[src/rtl/dither_multichannel_pkg.sv]
// Shared types, the 2x2 ordered-dither matrix and the add/shift/saturate helper
// used by every colour channel of the dither block.
package dither_pkg;

  typedef enum logic [1:0] {
    DM_TRUNC   = 2'd0,
    DM_ROUND   = 2'd1,
    DM_DIFFUSE = 2'd2,
    DM_BAYER   = 2'd3
  } dither_mode_t;

  // Indexed [row parity][column parity]
  localparam logic [1:0] BAYER [2][2] = '{'{2'd0, 2'd2}, '{2'd3, 2'd1}};

  localparam int SUM_W = 16;

  function automatic logic [SUM_W-1:0] sat_shift(input logic [SUM_W-1:0] a,
                                                 input logic [SUM_W-1:0] b,
                                                 input int unsigned      sh,
                                                 input logic [SUM_W-1:0] lim);
    logic [SUM_W-1:0] r;
    r = (a + b) >> sh;
    return (r > lim) ? lim : r;
  endfunction

endpackage

[src/rtl/dither_multichannel_if.sv]
// Pixel-in / dithered-pixel-out bundle between the pixel source and the DAC stage.
interface dither_multichannel_if
  import dither_pkg::*;
#(
  parameter int N_CH  = 3,
  parameter int IN_W  = 8,
  parameter int OUT_W = 4
) ();

  dither_mode_t            mode;
  logic                    in_valid;
  logic                    in_visible;
  logic                    in_frame_start;
  logic [N_CH*IN_W-1:0]    in_pix;
  logic                    out_valid;
  logic                    out_visible;
  logic [N_CH*OUT_W-1:0]   out_pix;

  modport master (
    output mode, in_valid, in_visible, in_frame_start, in_pix,
    input  out_valid, out_visible, out_pix
  );

  modport slave (
    input  mode, in_valid, in_visible, in_frame_start, in_pix,
    output out_valid, out_visible, out_pix
  );

endinterface

[src/rtl/dither_multichannel_channel.sv]
// One colour channel: depth reduction in the selected mode plus the
// carried diffusion error, both registered on accepted pixels.
module dither_channel
  import dither_pkg::*;
#(
  parameter int IN_W  = 8,
  parameter int OUT_W = 4,
  localparam int D    = IN_W - OUT_W
) (
  input  logic             clk,
  input  logic             rst,
  input  logic [IN_W-1:0]  v,
  input  dither_mode_t     mode,
  input  logic [D-1:0]     bayer_off,
  input  logic             load,
  input  logic             clear_err,
  output logic [OUT_W-1:0] out
);

  localparam logic [SUM_W-1:0] MAXO = SUM_W'((1 << OUT_W) - 1);
  localparam logic [SUM_W-1:0] HALF = SUM_W'(1 << (D - 1));

  logic [D-1:0]     err;
  logic [D-1:0]     err_nxt;
  logic [OUT_W-1:0] out_nxt;
  logic [IN_W:0]    s;

  always_comb begin
    out_nxt = '0;
    err_nxt = '0;
    s       = (IN_W+1)'(v) + (IN_W+1)'(err);
    case (mode)
      DM_TRUNC:   out_nxt = v[IN_W-1:D];
      DM_ROUND:   out_nxt = OUT_W'(sat_shift(SUM_W'(v), HALF, D, MAXO));
      DM_DIFFUSE: begin
        // Overflow saturates and drops the residual instead of carrying it
        if (s[IN_W]) begin
          out_nxt = OUT_W'(MAXO);
        end else begin
          out_nxt = s[IN_W-1:D];
          err_nxt = s[D-1:0];
        end
      end
      DM_BAYER:   out_nxt = OUT_W'(sat_shift(SUM_W'(v), SUM_W'(bayer_off), D, MAXO));
      default:    out_nxt = '0;
    endcase
    if (clear_err) begin
      out_nxt = '0;
      err_nxt = '0;
    end
  end

  always_ff @(posedge clk) begin
    if (rst) begin
      out <= '0;
      err <= '0;
    end else if (load) begin
      out <= out_nxt;
      err <= err_nxt;
    end
  end

endmodule

[src/rtl/dither_multichannel.sv]
// Multi-channel colour-depth reducer: valid/visible pipeline, dither
// position parities and one dither_channel per colour.
module dither_multichannel
  import dither_pkg::*;
#(
  parameter int N_CH  = 3,
  parameter int IN_W  = 8,
  parameter int OUT_W = 4
) (
  input  logic                  clk,
  input  logic                  rst,
  dither_multichannel_if.slave  bus
);

  localparam int D = IN_W - OUT_W;

  generate
    if (D < 2) begin : g_bad_d
      $error("dither_multichannel: IN_W-OUT_W must be at least 2");
    end
    if (IN_W >= SUM_W) begin : g_bad_w
      $error("dither_multichannel: IN_W too wide for sat_shift");
    end
  endgenerate

  logic                   out_valid_r;
  logic                   out_visible_r;
  logic                   x_par;
  logic                   y_par;
  logic                   xp_eff;
  logic                   yp_eff;
  logic [D-1:0]           bay_off;
  logic                   clear_err;
  logic [N_CH*OUT_W-1:0]  pix_out;

  // Frame start resets the dither position before this pixel uses it
  always_comb begin
    xp_eff    = bus.in_frame_start ? 1'b0 : x_par;
    yp_eff    = bus.in_frame_start ? 1'b0 : y_par;
    bay_off   = D'(BAYER[yp_eff][xp_eff]) << (D - 2);
    clear_err = ~bus.in_visible;
  end

  always_ff @(posedge clk) begin
    if (rst) begin
      out_valid_r   <= 1'b0;
      out_visible_r <= 1'b0;
      x_par         <= 1'b0;
      y_par         <= 1'b0;
    end else begin
      out_valid_r <= bus.in_valid;
      if (bus.in_valid) begin
        out_visible_r <= bus.in_visible;
        x_par         <= bus.in_visible ? ~xp_eff : 1'b0;
        // out_visible_r holds the previous accepted pixel's visibility
        y_par         <= (out_visible_r & ~bus.in_visible) ? ~yp_eff : yp_eff;
      end
    end
  end

  for (genvar c = 0; c < N_CH; c++) begin : g_ch
    dither_channel #(
      .IN_W  (IN_W),
      .OUT_W (OUT_W)
    ) u_ch (
      .clk       (clk),
      .rst       (rst),
      .v         (bus.in_pix[c*IN_W +: IN_W]),
      .mode      (bus.mode),
      .bayer_off (bay_off),
      .load      (bus.in_valid),
      .clear_err (clear_err),
      .out       (pix_out[c*OUT_W +: OUT_W])
    );
  end

  assign bus.out_valid   = out_valid_r;
  assign bus.out_visible = out_visible_r;
  assign bus.out_pix     = pix_out;

endmodule

[src/flat_wrapper.sv]
// flat-port wrapper written by rule: the top's interface ports become plain ports
module dither_multichannel_flat import dither_pkg::*;
#(
  parameter int N_CH  = 3,
  parameter int IN_W  = 8,
  parameter int OUT_W = 4
)
  (clk, rst, bus_mode, bus_in_valid, bus_in_visible, bus_in_frame_start, bus_in_pix, bus_out_valid, bus_out_visible, bus_out_pix);
  dither_multichannel_if #(.N_CH(N_CH), .IN_W(IN_W), .OUT_W(OUT_W)) bus_i ();
  input  logic clk;
  input  logic rst;
  input wire logic [$bits(bus_i.mode)-1:0] bus_mode;
  input wire logic [$bits(bus_i.in_valid)-1:0] bus_in_valid;
  input wire logic [$bits(bus_i.in_visible)-1:0] bus_in_visible;
  input wire logic [$bits(bus_i.in_frame_start)-1:0] bus_in_frame_start;
  input wire logic [$bits(bus_i.in_pix)-1:0] bus_in_pix;
  output wire logic [$bits(bus_i.out_valid)-1:0] bus_out_valid;
  output wire logic [$bits(bus_i.out_visible)-1:0] bus_out_visible;
  output wire logic [$bits(bus_i.out_pix)-1:0] bus_out_pix;
  assign bus_i.mode = bus_mode;
  assign bus_i.in_valid = bus_in_valid;
  assign bus_i.in_visible = bus_in_visible;
  assign bus_i.in_frame_start = bus_in_frame_start;
  assign bus_i.in_pix = bus_in_pix;
  assign bus_out_valid = bus_i.out_valid;
  assign bus_out_visible = bus_i.out_visible;
  assign bus_out_pix = bus_i.out_pix;
  dither_multichannel #(.N_CH(N_CH), .IN_W(IN_W), .OUT_W(OUT_W)) u_core (.clk(clk), .rst(rst), .bus(bus_i));
endmodule
[config.mk]
export PLATFORM = sky130hd
export DESIGN_NAME = dither_multichannel_flat
export DESIGN_NICKNAME = d
export VERILOG_FILES = /design/src/rtl/dither_multichannel_pkg.sv /design/src/rtl/dither_multichannel_if.sv /design/src/rtl/dither_multichannel_channel.sv /design/src/rtl/dither_multichannel.sv /design/src/flat_wrapper.sv
export SDC_FILE = /design/constraint.sdc
export NUM_CORES = 1
export LEC_CHECK = 0
export BUFFER_PORTS_ARGS = -buffer_cell sky130_fd_sc_hd__buf_2
export CAP_MARGIN = 10
export CORE_MARGIN = 2
export CORE_UTILIZATION = 61
export CTS_CLUSTER_SIZE = 14
export DETAILED_ROUTE_END_ITERATION = 10
export PLACE_DENSITY = 0.9
export SYNTH_ARGS = -nofsm -noshare
export SYNTH_HDL_FRONTEND = slang
export SYNTH_SLANG_ARGS = --single-unit
[constraint.sdc]
create_clock -name clk -period 3.99 [get_ports clk]
set_input_delay 0.5985 -clock clk [delete_from_list [all_inputs] [get_ports clk]]
set_output_delay 0.5985 -clock clk [all_outputs]
set_load 0.05 [all_outputs]
; ---- Word-level counts from Yosys, hierarchy flattened
; Cells that the tools add are included.
; W data, S select, Z words.
[totals]
reg_bits = 28
out_inout_bits = 14
[classes]
mux = 34
bitwise_logic = 6
n_eq_ne = 3
add_sub_neg = 9
magnitude_cmp = 8
n_reduce_logical = 1
[op_table]
columns = operator, count
row1 = $mux W4, 24
row2 = $add A8 B4 Y9, 6
row3 = $pmux W4 S4, 3
row4 = $gt A5 B4 Y1 const B, 6
row5 = $add A8 B4 Y9 const B, 3
row6 = $mux W2, 3
row7 = $eq A2 B2 Y1 const B, 2
row8 = $ge A2 B2 Y1 const B, 2
row9 = $mux W1, 4
row10 = $not A1 Y2, 2
row11 = $not A1 Y1, 3
row12 = $eq A2 B1 Y1 const B, 1
row13 = $logic_not A2 Y1, 1
row14 = $and A1 B1 Y1, 1

; ---- Logic depth before layout (Yosys ltp)
; Gate-level depths: netlist of run 1.
[logic_depth]
ltp_word = 13
mapped_depth = 8
mapped_depth_nobuf = 8

; ---- By module
; A second synthesis of run 1 with hierarchy kept.
[unflattened]
hier_cells = 379
area_unflattened_um2 = 2907.8
[by_module_without_submodules]
columns = module, area_each_um2, instances, cells_per_inst, seq_area_each_um2
row1 = dither_channel at u_core.g_ch[0].u_ch ..., 927.1, 2, 124, 160.2
row2 = dither_channel at u_core.g_ch[1].u_ch, 859.6, 1, 109, 160.2
row3 = dither_multichannel, 193.9, 1, 22, 80.1

; ---- Least setup slack after synthesis of run 1
; Ideal clock, no wire load.
[synth_timing]
kind = input to register
from = input bus_in_pix[16]
to = register u_core.g_ch[2].u_ch.out[3]
t_arrival_ns = 2.171
path_slack_ns = 1.685
cell_stages = 7
required_time_ns = 3.856
path_cell_list = ha_1 fa_1 nand3_1 nand2_1 or4b_1 a311oi_1 a211oi_1
[synth_between]
elab_chain_len = 5
elab_cells_between_ends = 10
classes_between = add/sub: 3 / order compare: 2 / mux: 5
[synth_rtl]
columns = item, line
row1 = from (decl), flat_wrapper.sv:16  ; input wire logic [$bits(bus_i.in_pix)-1:0] bus_in_pix;
row2 = $add A8 B4 Y9, dither_multichannel_pkg.sv:22  ; r = (a + b) >> sh;
row3 = $gt A5 B4 Y1, dither_multichannel_pkg.sv:23  ; return (r > lim) ? lim : r;
row4 = $mux W4, dither_multichannel_pkg.sv:23
row5 = $pmux W4 S4 (*), dither_multichannel_channel.sv:32  ; case (mode)
row6 = $mux W4 (*), dither_multichannel_channel.sv:47  ; if (clear_err) begin
row7 = to (signal assigned), dither_multichannel_channel.sv:58  ; out <= out_nxt;
row8 = to (decl), dither_multichannel_channel.sv:17  ; output logic [OUT_W-1:0] out
; Every way passes the cells marked *; elsewhere a longest branch is shown, timed or not.
; A chain may end at the register's enable or synchronous reset.

; ---- Worst setup path in the final report of run 1
; Ends and elaborated chain as after synthesis.

==> metrics.cfg, run 1 <==
[routing]
routed_wl_um=6650
vias=2684
first_iter_violations=426
dr.pass1.iters=5
vias_per_cell=6.55
drcViolationCount=0
drtAntennaViolNets=0
routedWlPerCell_um=16.2

[min_path]
hold_start=u_core.bus.out_visible
hold_path.class=flip-flop to flip-flop

[clocking]
clock_latency_ns=0.28
cts_buffers=3
clk_path_buf_depth=2
cts_resized=0
cts_root_buf=clkbuf_8
cts_hold_buf=0
tritoncts=yes
post-cts-setup-buffers=0
path_clk_slew_ns=0.10
cts.sinks=28
htree_num_levels=1

[global_route]
grt_pass1_vias=2416
grt_pass1_wl_um=10700
antenna_found_initial=0
grt.overflow.total=0
grt_max_degree=31
grt.total_usage_pct=29.7

[run_status]
status=complete, no violations

[power_and_ir_drop]
p_total_uw=664
seq_power_share_pct=44.3
switching_share_pct=33.5
p_leak_uw=0.00120
p_sw_uw=223
vdd_drop_max_mv=0.142
pwr-share-clk_pct=27.4
p_per_area_nw_per_um2=238
pwr-share-comb_pct=28.3
p_int_uw=442

[floorplanning]
dieWidth_um=68.8
dieArea_um2=4730
core_area_um2=4030
rows=23
ios=45
fp.dieH_um=68.8
initial_core_util_pct=63.5

[logic_synthesis]
yosys_warnings=0
ys_seq_area_share_pct=21.9
ys.flop_type=dfxtp_1
synth-seq-cells=28
synth_area_per_cell_um2=7.62
synth.distinct_cells=55
netlist_instances=336
synth-edff-count=0
syn_nets=388
synthArstFlopShare_pct=0
synth_area_um2=2560

[place]
port_buffers=44
place_area_um2=2740
dp_hpwl_um=4820
gp_congestion=0.943

[worst_setup_path]
cp-end-kind=flip-flop
critPathRequiredTime_ns=4.14
path_class=input port to flip-flop
reg2reg_from=u_core.y_par
arrival_ns=2.37
cp_max_fo=3
startpoint=bus_in_pix[16]
critPathLaunchType=input port

[sta]
fin_skew_ns=0.00702
setup_violations=0
setup_tns_ns=0
hold_violations=0
max_slew.worst_pin.slew_ns=0.681
slew_violations=0
max_freq_mhz=451
fin_crit_ns=2.22
rsz0062_at_grt=false
period_share_pct=55.5
maxSlewHeadroom_pct=54.5

[layout]
final_area_um2=2790
drive_gt1_share_pct=16.4
nets=413
num_antenna_cells=0
syn_to_final_growth_pct=9.09

[flow_run]
cap_violations=0

==> power groups by stage <==
stage	registers [uW]	clock network, uW	logic, uW
detailed placement	301	0	184
CTS	294	185	185
global placement	300	0	179
finish	294	182	188
global route	295	195	206
floorplan	323	0	112
==> flip-flops by register name, summed over array words and instances, names as in the netlist <==
register and flops:
u_core.y_par 1, u_core.g_ch.u_ch.out 12, u_core.x_par 1, u_core.g_ch.u_ch.err 12, u_core.bus.out_visible 1, u_core.bus.out_valid 1
==> worst max-delay path: stages <==
cell and delay, ns:
buf_2 0.10, ha_1 0.23, fa_1 0.41, nand3_1 0.11, nand2_1 0.10, or4b_1 0.47, a311oi_1 0.27, a211oi_1 0.08
==> cell type report <==
| cell class | count | area (um2) |
|---|---|---|
| clock buffer | 4 | 55.1 |
| inverter | 5 | 18.8 |
| multi-input combinational | 279 | 1880 |
| sequential | 28 | 561 |
| fill | 334 | 1240 |
| timing repair buffer | 44 | 220 |
| tap | 50 | 62.6 |
==> metrics by stage <==
step | setup WS (ns) | hold slack (ns) | instances | util, %
floorplan | 1.69 | 0.476 | 336 | -
global placement | 1.52 | 0.476 | 406 | 68.0
detailed placement | 1.47 | 0.475 | 406 | 68.0
CTS | 1.78 | 0.492 | 410 | 69.3
global route | 1.65 | 0.517 | 410 | 69.3
finish | 1.77 | 0.488 | 410 | 69.3
==> routing by layer <==
layer | part of all wire [%] | wire length [um] | GRT usage [%] | up-vias
met1 | 43 | 2870 | 39.0 | 1238
li1 | - | - | - | 1286
met4 | 2.4 | 160 | 13.2 | 0
met5 | 0 | 0 | 0 | -
met2 | 48 | 3180 | 48.7 | 143
met3 | 6.6 | 439 | 3.90 | 17
==> kinds of logic (layout without fill, tap and decap cells) <==
| group | after synthesis | after routing | share of synthesized area, % |
|---|---|---|---|
| XOR/XNOR | 10 | 10 | 3.42 |
| buffers and inverters | 29 | 53 | 4.84 |
| AO/OA/AOI/OAI | 109 | 109 | 28.2 |
| multiplexers | 12 | 12 | 4.69 |
| adder cells (fa/ha/maj) | 21 | 21 | 11.1 |
| AND/OR/NAND/NOR | 127 | 127 | 25.9 |
| flip-flops | 28 | 28 | 21.9 |
==> cells in the final DEF (no fill, tap or decap), types with 2 or more instances in the layout <==
master,instances
nor2_1,26
nor2b_1,17
ha_1,18
and2_1,5
o2111ai_1,3
o221ai_1,3
and4b_1,2
o21bai_1,3
o211ai_1,2
nand2b_1,15
o21a_1,3
nand3_1,18
nor3_1,2
o21ai_2,2
a211oi_1,8
a221oi_1,2
fa_1,3
and3_1,2
inv_1,5
o21ai_0,21
a31oi_1,6
a311oi_1,3
a21o_1,4
clkbuf_8,4
xor2_1,5
buf_2,44
a21oi_1,33
dfxtp_1,28
nand2_1,28
nand4b_1,2
o31ai_1,2
mux2i_1,12
or2_2,3
xnor2_1,5
o311a_1,2
o221a_2,2
==> final timing paths <==
kind | endpoint | slack (ns) | cells past startpoint
max | u_core.g_ch[2].u_ch.out[3] | 1.77 | 8
min | u_core.bus.out_visible | 0.49 | 2
max reg2reg | u_core.g_ch[0].u_ch.out[1] | 1.80 | 8
min reg2reg | u_core.bus.out_visible | 0.49 | 2
==> synth_stat cells, types with 3 or more instances <==
master | count | share of area (%)
a211oi_1 | 8 | 2.3
a21o_1 | 4 | 1.2
a21oi_1 | 33 | 6.5
a311oi_1 | 3 | 1.0
a31oi_1 | 6 | 1.5
and2_1 | 5 | 1.2
buf_2 | 10 | 2.0
clkbuf_1 | 10 | 1.5
dfxtp_1 | 28 | 22
fa_1 | 3 | 2.3
ha_1 | 18 | 8.8
inv_1 | 5 | 0.73
mux2i_1 | 12 | 4.7
nand2_1 | 28 | 4.1
nand2b_1 | 15 | 3.7
nand3_1 | 18 | 3.5
nor2_1 | 26 | 3.8
nor2b_1 | 17 | 4.2
o2111ai_1 | 3 | 1.0
o21a_1 | 3 | 0.88
o21ai_0 | 21 | 4.1
o21bai_1 | 3 | 0.88
o221ai_1 | 3 | 1.0
or2_2 | 3 | 0.73
xnor2_1 | 5 | 1.7
xor2_1 | 5 | 1.7
(Power assumes the default switching activity.)
==> run 2, diff against run 1 <==
CORE_UTILIZATION = 57   (was 61)
PLACE_DENSITY = 0.85   (was 0.9)
clock period = 2.1 ns   (was 3.99 ns; I/O delays follow)
==> run 2 against run 1 <==
Against the previous run: flip-flop and latch count unchanged; sequential power rose by 90%; wire length grew 4.3%; critical path type is now flip-flop to flip-flop; clock skew decreased by 0.0013 ns; global-route usage down 2.2 points; critical path depth unchanged; final cell count rose by 3.2%; utilization fell by 2.3 points; worst setup slack got worse by 1.7 ns; largest cell class unchanged; critical endpoint is now u_core.g_ch[2].u_ch.out[2]; non-clock buffer count rose by 11; register-to-register slack lost 1.8 ns; clock power increased by 91%.
==> metrics.cfg, run 2 (synthesis gave the netlist of run 1 again) <==
[run_status]
status=complete, no violations

[sta]
maxSlewHeadroom_pct=62.4
slew_violations=0
setup_tns_ns=0
fin_crit_ns=2.06
fin_ws_ns=0.0355
rsz0062_at_grt=true
hold_violations=0
fin_skew_ns=0.00571
setup_violations=0
max_slew.worst_pin.slew_ns=0.559
period_share_pct=98.3
max_freq_mhz=484

[place]
gp_congestion=0.900
port_buffers=44
place_area_um2=2820
dp_hpwl_um=5020
pre_cts_slack_ns=-0.0607

[clocking]
clk_path_buf_depth=2
tritoncts=yes
cts.sinks=28
cts_root_buf=clkbuf_8
cts_buffers=3
cts_hold_buf=0
path_clk_slew_ns=0.10
clock_latency_ns=0.28
htree_num_levels=1

[layout]
nets=424
final_cell_mix=44 x buf_2, 32 x a21oi_1, 28 x nand2_1
syn_to_final_growth_pct=14.0
final_area_um2=2920
final_common_cell=buf_2
top_regs=u_core.g_ch.u_ch.err x12, u_core.g_ch.u_ch.out x12
final_util_pct=67.0
drive_gt1_share_pct=21.3
num_antenna_cells=0

[power_and_ir_drop]
p_int_uw=850
p_total_uw=1280
switching_share_pct=33.6
pwr-share-comb_pct=29.3
vdd_drop_max_mv=0.280
seq_power_share_pct=43.7
p_leak_uw=0.00126
p_sw_uw=430
p_per_area_nw_per_um2=439
pwr-share-clk_pct=27.1

[global_route]
antenna_found_initial=0
grt.total_usage_pct=27.5
grt_pass1_wl_um=11200
grt_max_degree=24
grt.overflow.total=0
grt_pass1_vias=2466

[routing]
vias=2725
drcViolationCount=0
drtAntennaViolNets=0
routedWlPerCell_um=16.4
routed_wl_um=6940
first_iter_violations=271
vias_per_cell=6.44
dr.pass1.iters=5

[floorplanning]
dieArea_um2=5040
initial_core_util_pct=58.8
core_area_um2=4350
dieWidth_um=71.0
ios=45
rows=24
fp.dieH_um=71.0

[worst_setup_path]
cp_max_fo=4
cp_slowest_cell=o41a_1
cp_cell_sequence=xnor2_2, nor2_1, buf_4, ha_1, and4b_1, nor2_2, o311a_1, o41a_1
critPathRequiredTime_ns=2.28
worst-path-buf-inv=1
path_class=flip-flop to flip-flop
cp-end-kind=flip-flop
crit_family=compound AO/OA/AOI/OAI gates
critPathLaunchType=flip-flop
cp_slowest_stage_delay_ns=0.36
arrival_ns=2.24

[flow_run]
cap_violations=0

[min_path]
hold_path.class=input port to flip-flop

==> run 2: tightest hold or removal path, stage by stage <==
cell	delay, ns
buf_2	0.12
o211ai_1	0.08
a21oi_1	0.07
==> run 2: power groups by stage <==
stage | clock network, uW | logic, uW | registers, uW
floorplan | 0 | 213 | 613
global placement | 0 | 351 | 570
detailed placement | 0 | 361 | 570
CTS | 355 | 364 | 558
global route | 368 | 406 | 561
finish | 347 | 375 | 559
==> run 2: per-layer routing <==
metal  wire length, um  vias to the layer above  track usage, %
met2              3340                      121            46.1
li1                  -                     1304               -
met5                 0                        -               0
met4               182                        0            10.7
met1              2950                     1276            36.3
met3               472                       24            3.28
==> run 2: path summary, 6_finish.rpt <==
check	startpoint	end	slack, ns	depth (start not counted)
hold reg to reg	u_core.g_ch[1].u_ch.out[0]	u_core.g_ch[1].u_ch.out[0]	0.50	2
hold / removal	bus_in_visible	u_core.x_par	0.33	3
setup reg to reg	u_core.x_par	u_core.g_ch[2].u_ch.out[2]	0.04	8
setup / recovery	u_core.x_par	u_core.g_ch[2].u_ch.out[2]	0.04	8
==> run 2: cell type report <==
cell class	instances	area (um2)
Inverter	5	18.8
Sequential cell	28	563
Timing Repair Buffer	55	303
Tap cell	52	65.1
Fill cell	376	1440
Multi-Input combinational cell	279	1910
Clock buffer	4	55.1
==> run 2: through the flow <==
stage / hold slack (ns) / instances
2_1_floorplan: 0.476 / 336
3_3_place_gp: 0.474 / 419
3_5_place_dp: 0.482 / 419
4_1_cts: 0.342 / 423
5_1_grt: 0.344 / 423
6_report: 0.333 / 423
==> run 2: what timing repair did <==
action | 4_1_cts | 5_1_grt
setup endpoints to repair | 1 | 5
hold endpoints to repair | 0 | 0
resized for setup | 1 | 10
setup buffers | 0 | 1
pin swaps | 1 | 4
